File: src/rtl/fetch_sequencer.sv
// Fetch-stage controller: owns the fetch PC, issues one instruction-memory request
// at a time, buffers the response for decode and squashes wrong-path responses.
module fetch_sequencer #(
  parameter int                    DATA_WIDTH = 32,
  parameter logic [DATA_WIDTH-1:0] RESET_PC   = '0
) (
  input  logic                  clk,
  input  logic                  rst,
  output logic                  imem_req,
  output logic [DATA_WIDTH-1:0] imem_addr,
  input  logic                  imem_gnt,
  input  logic                  imem_rvalid,
  input  logic [DATA_WIDTH-1:0] imem_rdata,
  output logic                  if_valid,
  output logic [DATA_WIDTH-1:0] if_pc,
  output logic [DATA_WIDTH-1:0] if_instr,
  input  logic                  if_ready,
  input  logic                  redirect_en,
  input  logic [DATA_WIDTH-1:0] redirect_target,
  output logic                  misaligned
);

  typedef enum logic [2:0] {
    S_IDLE,
    S_REQ,
    S_WAIT,
    S_VALID,
    S_DRAIN
  } state_t;

  state_t                state_reg, state_next;
  logic [DATA_WIDTH-1:0] fetch_pc_reg, fetch_pc_next;
  logic [DATA_WIDTH-1:0] req_pc_reg, req_pc_next;
  logic [DATA_WIDTH-1:0] if_pc_reg, if_pc_next;
  logic [DATA_WIDTH-1:0] if_instr_reg, if_instr_next;
  logic                  if_valid_reg, if_valid_next;
  logic                  misaligned_reg, misaligned_next;
  logic [DATA_WIDTH-1:0] redirect_pc;

  assign redirect_pc = {redirect_target[DATA_WIDTH-1:2], 2'b00};

  always_ff @(posedge clk) begin
    if (rst) begin
      state_reg      <= S_IDLE;
      fetch_pc_reg   <= RESET_PC;
      req_pc_reg     <= '0;
      if_pc_reg      <= '0;
      if_instr_reg   <= '0;
      if_valid_reg   <= 1'b0;
      misaligned_reg <= 1'b0;
    end else begin
      state_reg      <= state_next;
      fetch_pc_reg   <= fetch_pc_next;
      req_pc_reg     <= req_pc_next;
      if_pc_reg      <= if_pc_next;
      if_instr_reg   <= if_instr_next;
      if_valid_reg   <= if_valid_next;
      misaligned_reg <= misaligned_next;
    end
  end

  always_comb begin
    state_next      = state_reg;
    fetch_pc_next   = fetch_pc_reg;
    req_pc_next     = req_pc_reg;
    if_pc_next      = if_pc_reg;
    if_instr_next   = if_instr_reg;
    if_valid_next   = if_valid_reg;
    misaligned_next = redirect_en && (redirect_target[1:0] != 2'b00);

    case (state_reg)
      S_IDLE: begin
        state_next = S_REQ;
      end
      S_REQ: begin
        if (imem_gnt) begin
          req_pc_next   = fetch_pc_reg;
          fetch_pc_next = fetch_pc_reg + DATA_WIDTH'(4);
          state_next    = S_WAIT;
        end
      end
      S_WAIT: begin
        if (imem_rvalid && !redirect_en) begin
          if_instr_next = imem_rdata;
          if_pc_next    = req_pc_reg;
          if_valid_next = 1'b1;
          state_next    = S_VALID;
        end
      end
      S_VALID: begin
        if (if_ready) begin
          if_valid_next = 1'b0;
          state_next    = S_REQ;
        end
      end
      S_DRAIN: begin
        if (imem_rvalid) state_next = S_REQ;
      end
      default: state_next = S_IDLE;
    endcase

    // Redirect overrides everything; the only question is whether a squashed
    // request is still outstanding and must be drained first.
    if (redirect_en) begin
      fetch_pc_next = redirect_pc;
      if_valid_next = 1'b0;
      case (state_reg)
        S_REQ:   state_next = imem_gnt ? S_DRAIN : S_REQ;
        S_WAIT:  state_next = imem_rvalid ? S_REQ : S_DRAIN;
        // A response consumed in the same cycle ends the drain, else we would hang.
        S_DRAIN: state_next = imem_rvalid ? S_REQ : S_DRAIN;
        default: state_next = S_REQ;
      endcase
    end
  end

  assign imem_req   = (state_reg == S_REQ);
  assign imem_addr  = fetch_pc_reg;
  assign if_valid   = if_valid_reg;
  assign if_pc      = if_pc_reg;
  assign if_instr   = if_instr_reg;
  assign misaligned = misaligned_reg;

endmodule

File: config.mk
export PLATFORM = sky130hd
export DESIGN_NAME = fetch_sequencer
export DESIGN_NICKNAME = d
export VERILOG_FILES = /design/src/rtl/fetch_sequencer.sv
export SDC_FILE = /design/constraint.sdc
export NUM_CORES = 1
export LEC_CHECK = 0
export CAP_MARGIN = 20
export CORE_ASPECT_RATIO = 0.5
export CORE_MARGIN = 2
export CORE_UTILIZATION = 50
export DETAILED_ROUTE_END_ITERATION = 7
export GPL_TIMING_DRIVEN = 0
export PLACE_DENSITY_LB_ADDON = 0.1
export SYNTH_ARGS = -nofsm -noshare
export SYNTH_HDL_FRONTEND = slang
export SYNTH_SLANG_ARGS = --single-unit
File: constraint.sdc
create_clock -name clk -period 6 [get_ports clk]
set_clock_uncertainty 0.2 [all_clocks]
set_input_delay 1.2 -clock clk [delete_from_list [all_inputs] [get_ports clk]]
set_output_delay 1.2 -clock clk [all_outputs]
set_load 0.005 [all_outputs]
==> results.py <==
metrics = {
    "power_and_ir_drop": {
        "p_leak_nw": 2.62,
        "max-vdd-ir-drop_v": 0.000214,
        "totalPowerFinal_w": 0.00211,
        "clkPwrFrac_pct": 48.5,
        "power.internal_w": 0.00160,
        "pwr_density_cell_nw_per_um2": 272,
        "comb_power_share_pct": 8.9,
        "swShare_pct": 24.1,
        "pwr-share-seq_pct": 42.6,
        "switchingPower_w": 0.000510,
    },
    "min_path": {
        "hold_path.class": "flip-flop to flip-flop",
        "hp-start": "req_pc_reg[27]",
    },
    "setup_path": {
        "end_kind": "output port",
        "cp_max_fo": 10,
        "critPathArrivalTime_ns": 1.88,
        "rrSetupSlack_ns": 3.64,
        "critPathLaunch": "state_reg[0]",
        "critPathRequiredTime_ns": 4.60,
        "crit_path_start_kind": "flip-flop",
        "critPathKind": "flip-flop to output port",
        "reg2reg_from": "imem_addr[2]",
    },
    "timing": {
        "period_needed_ns": 3.28,
        "slew_headroom_pct": 58.0,
        "fin_crit_sh_pct": 54.7,
        "setup_viol": 0,
        "fmax_ghz": 0.304,
        "tns_ns": 0,
        "worstMarginPinSlew_ns": 0.625,
        "finalHoldViolations": 0,
        "rsz0062_at_grt": "no",
        "drv_slew": 0,
    },
    "clock_tree": {
        "clk_latency_ns": 0.41,
        "cts.sinks": 127,
        "cts_hold_buffers": 0,
        "cts.clk_slew.worst_paths_ns": 0.06,
        "htree_levels": 4,
        "tritoncts": "yes",
        "numCtsBuffers": 17,
        "root_buffer": "clkbuf_16",
        "cts_setup_buffers": 0,
        "cts_buffer_depth": 2,
        "ctsResizeCount": 0,
    },
    "routing": {
        "wl_met1_mm": 7.44,
        "vias_per_cell": 5.46,
        "drc": 0,
        "via_count": 5520,
        "wl_met2_mm": 7.07,
        "antenna_left": 0,
        "met3WireLength_mm": 1.52,
        "drt_iter0_drc": 452,
        "wl_per_cell_um": 16.0,
        "totalWireLength_mm": 16.1,
        "top_layer": "met4",
        "dr.pass1.iters": 5,
    },
    "yosys": {
        "yosys_warnings": 0,
        "yosysSeqAreaShare_pct": 47.6,
        "synthArstFlopShare_pct": 0,
        "syn_inst": 672,
        "syn_avg_cell_area_um2": 7.94,
        "yosysUniqueCellTypes": 51,
        "ys_ff_latch": 127,
        "synthTopCellsByArea": "dfxtp_1 48%, nand2_1 14%, a21oi_1 9.6%",
        "yosysTopAreaCellShare_pct": 47.6,
        "synth_flop_cell": "dfxtp_1",
        "synth_edf_count": 0,
        "synth_area_um2": 5340,
        "yosys.area.top_type": "dfxtp_1",
    },
    "placement": {
        "postPlaceCellArea_um2": 7160,
        "placed_cells": 979,
        "port-buffer-count": 163,
        "hpwl_mm": 11.6,
        "gp_congestion": 0.928,
    },
    "layout": {
        "fin_nets": 929,
        "utilization_pct": 75.2,
        "largest_reg_flops": 32,
        "n_antenna_cell": 0,
        "layoutNonFillerInstCount": 1011,
        "area.growth.synth_to_final_pct": 45.3,
        "fillCellCount": 815,
        "design_area_um2": 7760,
        "drive_gt1_share_pct": 6.31,
    },
    "floorplan": {
        "std_cell_rows": 26,
        "die_w_um": 150,
        "core_um2": 10300,
        "start_util_pct": 51.8,
        "die_y_um": 77.1,
        "ios": 169,
        "die-area_um2": 11600,
    },
    "flow_run": {
        "maxCapViolations": 0,
    },
    "global_routing": {
        "antenna_found_initial": 0,
        "grt_pass1_vias": 5106,
        "grt_overflow_total": 0,
        "grt_start_max_net_pins": 17,
        "grt_pass1_wl_mm": 25.4,
        "grtUsageTotal_pct": 27.8,
    },
    "run_status": {
        "status": "complete, no violations",
    },
}
==> through the flow <==
step,worst slack [ns],hold slack [ns]
global placement,2.23,0.240
floorplan,3.34,0.232
finish,2.72,0.248
global route,2.58,0.267
detailed placement,2.48,0.246
CTS,2.72,0.251
==> worst paths after layout <==
| path | endpoint | cells after the start |
|---|---|---|
| setup / recovery | imem_req | 3 |
| hold / removal | if_pc[27] | 2 |
| hold reg to reg | if_pc[27] | 2 |
| setup reg to reg | imem_addr[20] | 6 |
==> area by class of cell <==
class                   count  area (µm²)  area share [%]
flip-flops and latches    127        2540            32.8
multi-input cells         485        2500            32.3
repair buffers            164        1640            21.1
clock buffers              20         457            5.89
plain buffers              57         280            3.61
well taps                 140         175            2.26
clock inverters            12         136            1.76
inverters                   6        22.5           0.290
==> cell usage after synthesis, drive strengths merged (3+ instances only) <==
library cell,n
and3,9
or3,5
nand3,10
nand4,13
xor2,9
or4,12
dlygate4sd1,3
a21oi,102
dfxtp,127
and4,7
a211oi,11
and2,5
nand2,203
buf,19
nor3,8
o31ai,10
nor2,28
a311oi,15
clkbuf,35
inv,6
a2111oi,4
o21ai,5
==> layout by cell type, fill, tap and decap left out, types with 5 or more instances in the layout <==
master / Yosys / layout
a211oi_1: 11 / 11
a21oi_1: 102 / 102
a311oi_1: 15 / 15
and3_1: 8 / 8
and4_1: 6 / 6
buf_1: 5 / 5
buf_2: 5 / 5
buf_4: 6 / 7
clkbuf_1: 35 / 36
clkbuf_16: 0 / 17
clkdlybuf4s50_1: 0 / 163
dfxtp_1: 127 / 127
inv_1: 5 / 5
nand2_1: 203 / 203
nand3_1: 9 / 9
nand4_1: 12 / 12
nor2_1: 28 / 28
nor3_1: 8 / 8
o21ai_0: 5 / 5
o31ai_1: 10 / 10
or3_1: 5 / 5
or4_1: 12 / 12
xor2_1: 9 / 9
==> power by group through the flow <==
stage          clock [W]  combinational [W]  sequential, W
2_1_floorplan          0          0.0000819       0.000907
3_3_place_gp           0           0.000183       0.000915
3_5_place_dp           0           0.000186       0.000916
4_1_cts          0.00102           0.000187       0.000898
5_1_grt          0.00106           0.000206       0.000903
6_report         0.00102           0.000189       0.000900
==> worst max-delay path: stages, from the launching register on <==
cell             delay, ns
dfxtp_1               0.37
clkbuf_1              0.34
nor3b_1               0.24
clkdlybuf4s50_1       0.53
==> routing by layer <==
metal	vias up	GRT usage, %
met1	2561	39.0
met5	-	0
met3	15	6.67
li1	2706	-
met2	238	43.1
met4	0	6.51
==> cells by family (layout without fill, tap and decap cells) <==
logic type	count (synthesis)	count (layout)	synth area share (%)
simple gates	312	312	26.9
compound gates	157	157	17.7
flops	127	127	47.6
buf+inv	63	259	5.67
xor+xnor	11	11	1.80
fa+ha+maj	1	1	0.234
other cells	1	4	0.0702
Power figures use the tool's default switching activity.
